<file path="config.mk">
export PLATFORM = sky130hd
export DESIGN_NAME = config_spi_flash_loader
export DESIGN_NICKNAME = d
export VERILOG_FILES = /design/src/rtl/config_spi_flash_loader.sv
export SDC_FILE = /design/constraint.sdc
export NUM_CORES = 1
export LEC_CHECK = 0
export ABC_AREA = 1
export CAP_MARGIN = 10
export CORE_UTILIZATION = 59
export DETAILED_ROUTE_END_ITERATION = 7
export MAX_ROUTING_LAYER = met4
export PLACE_DENSITY = 0.91
export SLEW_MARGIN = 5
export SYNTH_ARGS = -nofsm -noshare
export SYNTH_HDL_FRONTEND = slang
export SYNTH_SLANG_ARGS = --single-unit
</file>
<file path="constraint.sdc">
create_clock -name CLK -period 2 [get_ports CLK]
set_input_delay 0.3 -clock CLK [delete_from_list [all_inputs] [get_ports CLK]]
set_output_delay 0.3 -clock CLK [all_outputs]
set_load 0.1 [all_outputs]
</file>
<file path="src/rtl/config_spi_flash_loader.sv">
// config_spi_flash_loader
// Boot-time configuration source. It issues a SPI NOR READ (0x03) from
// START_ADDR, hunts for SYNC_WORD, then streams 32-bit words out on a
// WriteData/WriteStrobe pair until END_WORD, MAX_WORDS or a failed hunt.
// The SPI link runs in mode 0: SCK idles low, MOSI changes while SCK is low,
// and MISO is captured on the CLK cycle in which SCK rises.
module config_spi_flash_loader #(
  parameter int          CLK_DIV     = 2,
  parameter logic [23:0] START_ADDR  = 24'h000000,
  parameter logic [31:0] SYNC_WORD   = 32'hFAB0FAB1,
  parameter logic [31:0] END_WORD    = 32'hFFFFFFFF,
  parameter int          SYNC_SEARCH = 256,
  parameter int          MAX_WORDS   = 65536,
  parameter bit          AUTO_BOOT   = 1'b1
) (
  input  logic        CLK,
  input  logic        resetn,
  input  logic        Start,
  output logic        spi_cs_n,
  output logic        spi_sck,
  output logic        spi_mosi,
  input  logic        spi_miso,
  output logic [31:0] WriteData,
  output logic        WriteStrobe,
  output logic        Active,
  output logic        Done,
  output logic        Error
);

  localparam int DIV_W  = (CLK_DIV > 1) ? $clog2(CLK_DIV) : 1;
  localparam int EMIT_W = $clog2(MAX_WORDS + 1);
  localparam int HUNT_W = $clog2(SYNC_SEARCH + 1);

  localparam logic [31:0]       CMD_WORD   = {8'h03, START_ADDR};
  localparam logic [DIV_W-1:0]  DIV_LAST   = DIV_W'(CLK_DIV - 1);
  localparam logic [EMIT_W-1:0] EMIT_LIMIT = EMIT_W'(MAX_WORDS);
  localparam logic [HUNT_W-1:0] HUNT_LIMIT = HUNT_W'(SYNC_SEARCH);

  typedef enum logic [2:0] {
    IDLE,
    CMD,
    HUNT,
    STREAM,
    DONE,
    ERROR
  } state_t;

  state_t            state;
  logic              bootPending;   // auto-boot launch still owed
  logic [DIV_W-1:0]  divCnt;        // CLK cycles into the current SCK half-period
  logic [4:0]        bitCnt;        // SCK rising edges within the current 32-bit field
  logic [31:0]       cmdShift;      // command/address bits still to be sent
  logic [31:0]       rxShift;       // MISO samples of the word in flight
  logic [31:0]       wordBuf;       // last complete word, waiting to be judged
  logic              wordReady;     // wordBuf was filled on the previous cycle
  logic [EMIT_W-1:0] emitCnt;
  logic [HUNT_W-1:0] huntCnt;

  logic              sckEdge;
  logic              riseNow;
  logic              fallNow;
  logic              spiRunning;
  logic              launch;
  logic              wordIsSync;
  logic              emitNow;
  logic              endLoad;
  logic              failLoad;
  logic [31:0]       rxWord;
  logic [EMIT_W-1:0] emitNext;
  logic [HUNT_W-1:0] huntNext;

  // Decode SCK edges, load launch, and the verdict on a freshly completed word.
  always_comb begin
    // NOTE: every output of this block gets a value before any branch, so no latch can form.
    launch     = 1'b0;
    spiRunning = 1'b0;
    case (state)
      IDLE:               launch     = Start || bootPending;
      DONE, ERROR:        launch     = Start;
      CMD, HUNT, STREAM:  spiRunning = 1'b1;
      default:            launch     = 1'b0;
    endcase

    sckEdge    = (divCnt == DIV_LAST);
    riseNow    = sckEdge && !spi_sck;
    fallNow    = sckEdge && spi_sck;
    rxWord     = {rxShift[30:0], spi_miso};

    emitNext   = emitCnt + EMIT_W'(1);
    huntNext   = huntCnt + HUNT_W'(1);
    wordIsSync = (wordBuf == SYNC_WORD);

    emitNow  = wordReady && (((state == HUNT) && wordIsSync) ||
                             ((state == STREAM) && (wordBuf != END_WORD)));
    endLoad  = wordReady && (((state == STREAM) && (wordBuf == END_WORD)) ||
                             (emitNow && (emitNext == EMIT_LIMIT)));
    failLoad = wordReady && (state == HUNT) && !wordIsSync && (huntNext == HUNT_LIMIT);
  end

  // Load sequencer: SPI bit engine, word assembly, hunt/stream decisions and outputs.
  always_ff @(posedge CLK or negedge resetn) begin
    if (!resetn) begin
      state       <= IDLE;
      bootPending <= AUTO_BOOT;
      divCnt      <= '0;
      bitCnt      <= '0;
      cmdShift    <= '0;
      rxShift     <= '0;
      wordBuf     <= '0;
      wordReady   <= 1'b0;
      emitCnt     <= '0;
      huntCnt     <= '0;
      spi_cs_n    <= 1'b1;
      spi_sck     <= 1'b0;
      spi_mosi    <= 1'b0;
      WriteData   <= '0;
      WriteStrobe <= 1'b0;
      Active      <= 1'b0;
      Done        <= 1'b0;
      Error       <= 1'b0;
    end else begin
      // NOTE: state is updated with <= so every test below sees the pre-edge values.
      WriteStrobe <= 1'b0;

      if (launch) begin
        state       <= CMD;
        bootPending <= 1'b0;
        divCnt      <= '0;
        bitCnt      <= '0;
        cmdShift    <= CMD_WORD;
        rxShift     <= '0;
        wordReady   <= 1'b0;
        emitCnt     <= '0;
        huntCnt     <= '0;
        spi_cs_n    <= 1'b0;
        spi_sck     <= 1'b0;
        spi_mosi    <= CMD_WORD[31];
        Active      <= 1'b1;
        Done        <= 1'b0;
        Error       <= 1'b0;
      end else if (spiRunning) begin
        if (sckEdge) begin
          divCnt  <= '0;
          spi_sck <= ~spi_sck;
        end else begin
          divCnt <= divCnt + DIV_W'(1);
        end

        // MOSI only moves while SCK goes low; zeros follow once the command is out.
        if (fallNow) begin
          cmdShift <= {cmdShift[30:0], 1'b0};
          spi_mosi <= cmdShift[30];
        end

        if (riseNow) begin
          bitCnt <= bitCnt + 5'd1;
          if (state == CMD) begin
            if (bitCnt == 5'd31) begin
              state <= HUNT;
            end
          end else begin
            rxShift <= rxWord;
            if (bitCnt == 5'd31) begin
              wordBuf   <= rxWord;
              wordReady <= 1'b1;
            end
          end
        end

        if (wordReady) begin
          wordReady <= 1'b0;
          if ((state == HUNT) && !wordIsSync) begin
            huntCnt <= huntNext;
          end
        end

        if (emitNow) begin
          WriteData   <= wordBuf;
          WriteStrobe <= 1'b1;
          emitCnt     <= emitNext;
          state       <= STREAM;
        end

        // NOTE: these later assignments win over the SCK/MOSI updates above, so the bus parks on entry.
        if (endLoad || failLoad) begin
          state    <= endLoad ? DONE : ERROR;
          spi_cs_n <= 1'b1;
          spi_sck  <= 1'b0;
          spi_mosi <= 1'b0;
          Active   <= 1'b0;
          Done     <= endLoad;
          Error    <= failLoad;
        end
      end
    end
  end

endmodule
</file>
==> impl_metrics.tcl, run 1 <==
set metrics [dict create \
    postSynthAreaPerCell_sq_um 8.47 \
    routed_via_density 5.79 \
    antenna_found_initial 0 \
    synth-seq-cells 146 \
    grt_pass1_vias 5324 \
    layout_min_cycle_time_ps 1950 \
    rsz0062_at_grt "true" \
    crit_arrival_ps 2270 \
    die_x_microns 108 \
    gp_congestion 0.904 \
    cp-end-kind "register" \
    syn-num-nets 797 \
    ant_nets 0 \
    die_h_microns 108 \
    htreeDepth 4 \
    finalHoldViolations 0 \
    hold_class "in2async" \
    ys_seq_area_share_pct 54.8 \
    finalPower_mw 8.46 \
    relSlewSlack_pct 68.5 \
    clock-sinks 146 \
    overflow 0 \
    final-setup-viol-count 0 \
    dieArea_sq_um 11700 \
    dpl.hpwl_mm 9.60 \
    firstDrtPassIters 5 \
    port_buffers 42 \
    drv_cap 0 \
    yosysWarnings 0 \
    path_clk_slew_ps 60 \
    vdd_drop_max_uv 1280 \
    cts-root-buf "clkbuf_16" \
    cellLeakagePower_nw 3.94 \
    diodes 0 \
    cts_buffers 17 \
    floorplan.initialDensity_pct 61.0 \
    wl_per_cell_microns 15.7 \
    fp.coreArea_sq_um 10900 \
    outcome "finished, final reports clean" \
    slew_violations 0 \
    via_count 5797 \
    max_freq_mhz 512 \
    synthCells 787 \
    gr-usage-all-layers_pct 29.2 \
    worstPathRequired_ps 2310 \
    syn_area_sq_um 6670 \
    setup_tns_ps 0 \
    timing_worst_setup_path_type "reg2reg" \
    grt_max_degree 63 \
    wl_mm 15.7 \
    drive_gt1_share_pct 20.1 \
    max-clock-path-buffers 2 \
    drtIter0Drc 554 \
    critPathLaunchType "register" \
    rows 38 \
    synth_cell_type_count 36 \
    finClkSkew_ps 8.67 \
    grt_pass1_wl_mm 25.1 \
    drt_drc_violations_left 0 \
    period_share_pct 97.7 \
    final_nets 859 \
    powerDensity_nw_per_um2 1040 \
    tightestPinTransition_ps 470 \
    cts_tree "yes" \
    area_growth_pct 21.9 \
    clock_latency_ps 430 \
    pin_count 43 \
    path_max_fanout 6 \
]
logic make-up (layout without fill, tap and decap cells):
family | Yosys count | after routing | share of synthesized area, %
AOI/OAI and AO/OA | 144 | 144 | 11.3
xor gates and xnor gates | 7 | 7 | 0.919
adders and majority gates | 6 | 6 | 1.13
buffers and inverters | 111 | 186 | 6.68
DFF | 146 | 146 | 54.8
muxes | 1 | 1 | 0.169
and+or+nand+nor | 372 | 372 | 25.0
synth_stat cells:
master      n  area share [%]
nand2_1   217              12
dfrtp_1   144              54
o21ai_0   117             8.8
inv_1      68             3.8
nand3_1    68             5.1
nor2_1     41             2.3
clkbuf_1   14            0.79
nand4_1    14             1.3
inv_2      12            0.68
buf_2       8            0.60
a21oi_1     7            0.53
nand2_2     7            0.66
nor2_2      7            0.66
o22ai_1     7            0.66
ha_1        6             1.1
o21ai_1     6            0.45
xor2_1      6            0.79
buf_4       5            0.56
nor2_4      5            0.84
nor3_1      5            0.38
buf_1       4            0.23
o31ai_1     3            0.34
dfstp_2     2            0.79
nand3_2     2            0.30
a21oi_4     1            0.24
a22o_1      1            0.13
a31oi_1     1           0.094
mux2_2      1            0.17
nand2_4     1            0.17
nand3_4     1            0.26
nand3b_1    1            0.11
nor2_8      1            0.30
nor3_4      1            0.24
o21a_1      1            0.11
or2_1       1           0.094
xnor2_1     1            0.13
cell type report:
cell class | count | area [sq um]
Clock buffer | 19 | 443
Clock inverter | 13 | 128
Fill cell | 727 | 2810
Inverter | 80 | 308
Multi-Input combinational cell | 530 | 2720
Sequential cell | 146 | 3660
Tap cell | 140 | 175
Timing Repair Buffer | 74 | 699
layer usage:
metal	wire length, microns	global-route usage [%]	vias to the layer above
met5	0	-	-
met4	440	13.6	0
met3	1100	6.87	51
met2	7620	45.2	264
met1	6560	36.4	2785
li1	-	-	2697
final timing paths:
check | from | endpoint | slack, ps | cells after the start
max | emitCnt[1] | spi_mosi | 50 | 12
min | resetn | huntCnt[3] | 350 | 2
max reg2reg | emitCnt[1] | spi_mosi | 50 | 12
min reg2reg | bootPending | bootPending | 450 | 2
max in group asynchronous | resetn | emitCnt[4] | 1030 | 3
min in group CLK | bootPending | bootPending | 450 | 2
timing repair:
item                                   CTS  global route
gates resized for setup                  0            47
hold buffers                             1             0
endpoints found under the hold margin   35             0
setup buffers                            0             4
setup endpoints to repair                0            21
report_power, final:
group          switching [mW]  total [mW]  internal, mW  leakage, nW
combinational            1.33        1.97         0.633         1.68
clock                    1.29        3.05          1.76        0.271
sequential              0.231        3.45          3.22         1.99
flip-flops by register name (all words and copies together) (netlist names), 3 cells and up:
signal     cells
wordBuf       32
bitCnt         5
emitCnt       17
WriteData     32
rxShift       31
cmdShift       7
state          3
huntCnt        9
placed cells by master, fill, tap and decap left out, drive strengths merged:
cell type,Yosys,routed
nand2,225,225
mux2,1,1
nand3b,1,1
bufinv,0,1
xnor2,1,1
o21a,1,1
nor3,6,6
nand4,14,14
a31oi,1,1
nand3,71,71
o21ai,123,123
dlygate4sd3,0,1
nor2,54,54
buf,17,71
or2,1,1
dfrtp,144,144
clkdlybuf4s50,0,2
ha,6,6
clkbuf,14,19
inv,80,83
a21oi,8,8
clkinv,0,6
a22o,1,1
clkinvlp,0,3
o22ai,7,7
dfstp,2,2
xor2,6,6
o31ai,3,3
worst max-delay path, cell delays in order, from the launching register on:
cell and delay [ps]:
dfrtp_1 420, ha_4 190, nand3_4 120, xor2_1 230, nand3_1 130, nor2_1 140
nand2_1 80, nor2_2 110, nand2_2 100, nand3_4 110, inv_4 70, nand3_1 60
nand2_1 70
metrics by stage:
step / hold slack (ps) / utilization (%) / cells / area (sq um) / setup WS (ps)
after global placement: 240 / 67.3 / 965 / 7360 / 118
after floorplan: 4.41 / - / 787 / 6670 / 20.6
after CTS: 359 / 72.6 / 998 / 7940 / 29.1
after detailed placement: 243 / 67.3 / 965 / 7360 / 54.1
final: 347 / 74.3 / 1002 / 8130 / 46.8
after global routing: 380 / 74.3 / 1002 / 8130 / -64.8
(Power assumes the default switching activity.)
==> run 2: changes to the inputs <==
==> constraint.sdc (replaced) <==
create_clock -name CLK -period 2.16 [get_ports CLK]
set_input_delay 0.324 -clock CLK [delete_from_list [all_inputs] [get_ports CLK]]
set_output_delay 0.324 -clock CLK [all_outputs]
set_load 0.1 [all_outputs]
==> run 2 against run 1 <==
  * First-iteration DRC count decreased by 16%
  * Worst setup slack improved by 63 ps
  * Maximum frequency is 4.7% lower
  * Hold slack improved by 110 ps
  * Routed wire length down 2.3%
  * Via count decreased by 4.2%
  * Global-route usage increased by 0.54 points
  * Core utilization is 2.7 points lower
  * Count of clock-buffer cells in the layout decreased by 1
  * Final cell count decreased by 1.5%
  * Power down 8.1%
==> impl_metrics.tcl, run 2 (synthesis gave the netlist of run 1 again) <==
set metrics [dict create \
    outcome "finished, final reports clean" \
    worstPathRequired_ps 2450 \
    grt_max_degree 66 \
    cp-end-kind "register" \
    drv_cap 0 \
    path_buf_inv 2 \
    pin_count 43 \
    slowest_delay_ps 420 \
    finalPower_mw 7.77 \
    cts_buffers 17 \
    rrSetupSlack_ps 110 \
    drtIter0Drc 468 \
    dp_cells 952 \
    gr-usage-all-layers_pct 29.7 \
    hold_class "reg2reg" \
    antenna_found_initial 0 \
    finalNonFillerCells 987 \
    relSlewSlack_pct 59.0 \
    wl_per_cell_microns 15.6 \
    timing_worst_setup_path_type "reg2reg" \
    firstDrtPassIters 5 \
    drive_gt1_share_pct 15.7 \
    rows 38 \
    min_path_cells 2 \
    ant_nets 0 \
    cellLeakagePower_nw 3.80 \
    routed_via_density 5.63 \
    final_nets 844 \
    crit_family "simple AND/OR/NAND/NOR gates" \
    port_buffers 42 \
    via_count 5552 \
    dp_slack_ps 95.0 \
    floorplan.initialDensity_pct 61.0 \
    grt_pass1_vias 5402 \
    critPathLaunchType "register" \
    slew_violations 0 \
    reg2reg_to "state[2]" \
    finClkSkew_ps 11.7 \
    cp_common_cell "inv_2" \
    holdWs_ps 455 \
    drt_drc_violations_left 0 \
    diodes 0 \
    overflow 0 \
    dieArea_sq_um 11700 \
    die_x_microns 108 \
    layout_common_cells "nand2_1 (216), dfrtp_1 (143), o21ai_0 (117)" \
    layout_min_cycle_time_ps 2050 \
    clock-sinks 146 \
    hp-start "bootPending" \
    crit_slowest_cell "dfrtp_2" \
    final_common_cell "nand2_1" \
    fp.coreArea_sq_um 10900 \
    path_clk_slew_ps 70 \
    final-setup-viol-count 0 \
    grt_pass1_wl_mm 25.7 \
    max-clock-path-buffers 2 \
    largest_registers "WriteData (32), wordBuf (32), rxShift (31)" \
    period_share_pct 94.9 \
    die_h_microns 108 \
    cts_tree "yes" \
    timing.rr.start "emitCnt[1]" \
    dpl.hpwl_mm 9.54 \
    finalHoldViolations 0 \
    area_growth_pct 17.5 \
    vdd_drop_max_uv 849 \
    gp_congestion 0.913 \
    utilization_pct 71.6 \
    fin_ws_ps 110 \
    r2r.worst_path.cells 10 \
    whs_endpoint "bootPending" \
    crit_arrival_ps 2340 \
    wl_mm 15.4 \
    path_cells "ha_2 -> nand3_2 -> inv_2 -> nand4_1 -> xor2_1 -> nor2_1 -> nand2_2 -> nand3_4 -> inv_2 -> o21ai_0" \
    max_freq_mhz 488 \
    tightestPinTransition_ps 615 \
    htreeDepth 4 \
    cts-root-buf "clkbuf_16" \
    powerDensity_nw_per_um2 992 \
    path_max_fanout 6 \
    clock_latency_ps 430 \
]
==> run 2: changes by cell type in the layout (fill, tap and decap cells not counted), moves of 4 or more <==
cell     change
buf_4       -10
nor2_4       -5
nor2_1       +9
o21ai_0      +4
nand2_2      -5
nand2_1      +8
nand3_1      +4
inv_8        +5
nor2_2       -4
==> run 2: layer usage <==
layer / vias to the layer above / global-route usage [%] / routed length [microns]
met5: - / - / 0
met4: 0 / 10.1 / 270
met3: 25 / 6.51 / 841
met2: 187 / 46.8 / 7560
met1: 2686 / 38.3 / 6690
li1: 2654 / - / -
==> run 2: worst min-delay path, cell delays in order, from the launching register on <==
cell and delay, ps:
dfstp_2 370, inv_1 50, nor2_1 40
==> run 2: timing repair <==
| item | CTS | global route |
|---|---|---|
| setup buffers | 0 | 2 |
| hold endpoints to repair | 63 | 0 |
| hold buffers | 1 | 0 |
| resized for setup | 0 | 2 |
| endpoints found under the setup margin | 0 | 9 |
==> run 2: power by group <==
part	switching [mW]	internal, mW
sequential	0.200	2.98
combinational	1.20	0.520
clock	1.32	1.56
total	2.71	5.06
==> run 2: worst max path at each step <==
| stage | to | cells after the start | slack (ps) | from |
|---|---|---|---|---|
| floorplan | wordBuf[0] | 5 | 180 | spi_sck |
| global placement | rxShift[9] | 11 | 170 | Start |
| global route | spi_mosi | 11 | -20 | emitCnt[1] |
| CTS | state[2] | 10 | 90 | emitCnt[1] |
| finish | state[2] | 10 | 110 | emitCnt[1] |
| detailed placement | rxShift[13] | 10 | 90 | Start |
==> run 2: metrics by stage <==
stage | instance area (sq um) | TNS (ps)
5_1_grt | 7830 | -47.6
3_3_place_gp | 7230 | 0
4_1_cts | 7820 | 0
2_1_floorplan | 6670 | 0
6_report | 7830 | 0
3_5_place_dp | 7230 | 0
==> run 2: area by class of cell <==
type | instances | area (sq um)
clock buffers | 18 | 439
clock inverters | 14 | 140
fillers | 775 | 3100
inverters | 80 | 300
multi-input cells | 530 | 2580
flip-flops and latches | 146 | 3660
well taps | 140 | 175
repair buffers | 59 | 542
==> run 3: changes to the inputs <==
--- a/config.mk
+++ b/config.mk
@@ -11,6 +11,7 @@
 export DETAILED_ROUTE_END_ITERATION = 7
 export MAX_ROUTING_LAYER = met4
 export PLACE_DENSITY = 0.91
+export SKIP_LAST_GASP = 1
 export SLEW_MARGIN = 5
 export SYNTH_ARGS = -nofsm -noshare
 export SYNTH_HDL_FRONTEND = slang
==> results of run 3 <==
No change in the layout: final DEF, timing and power equal those of run 2.
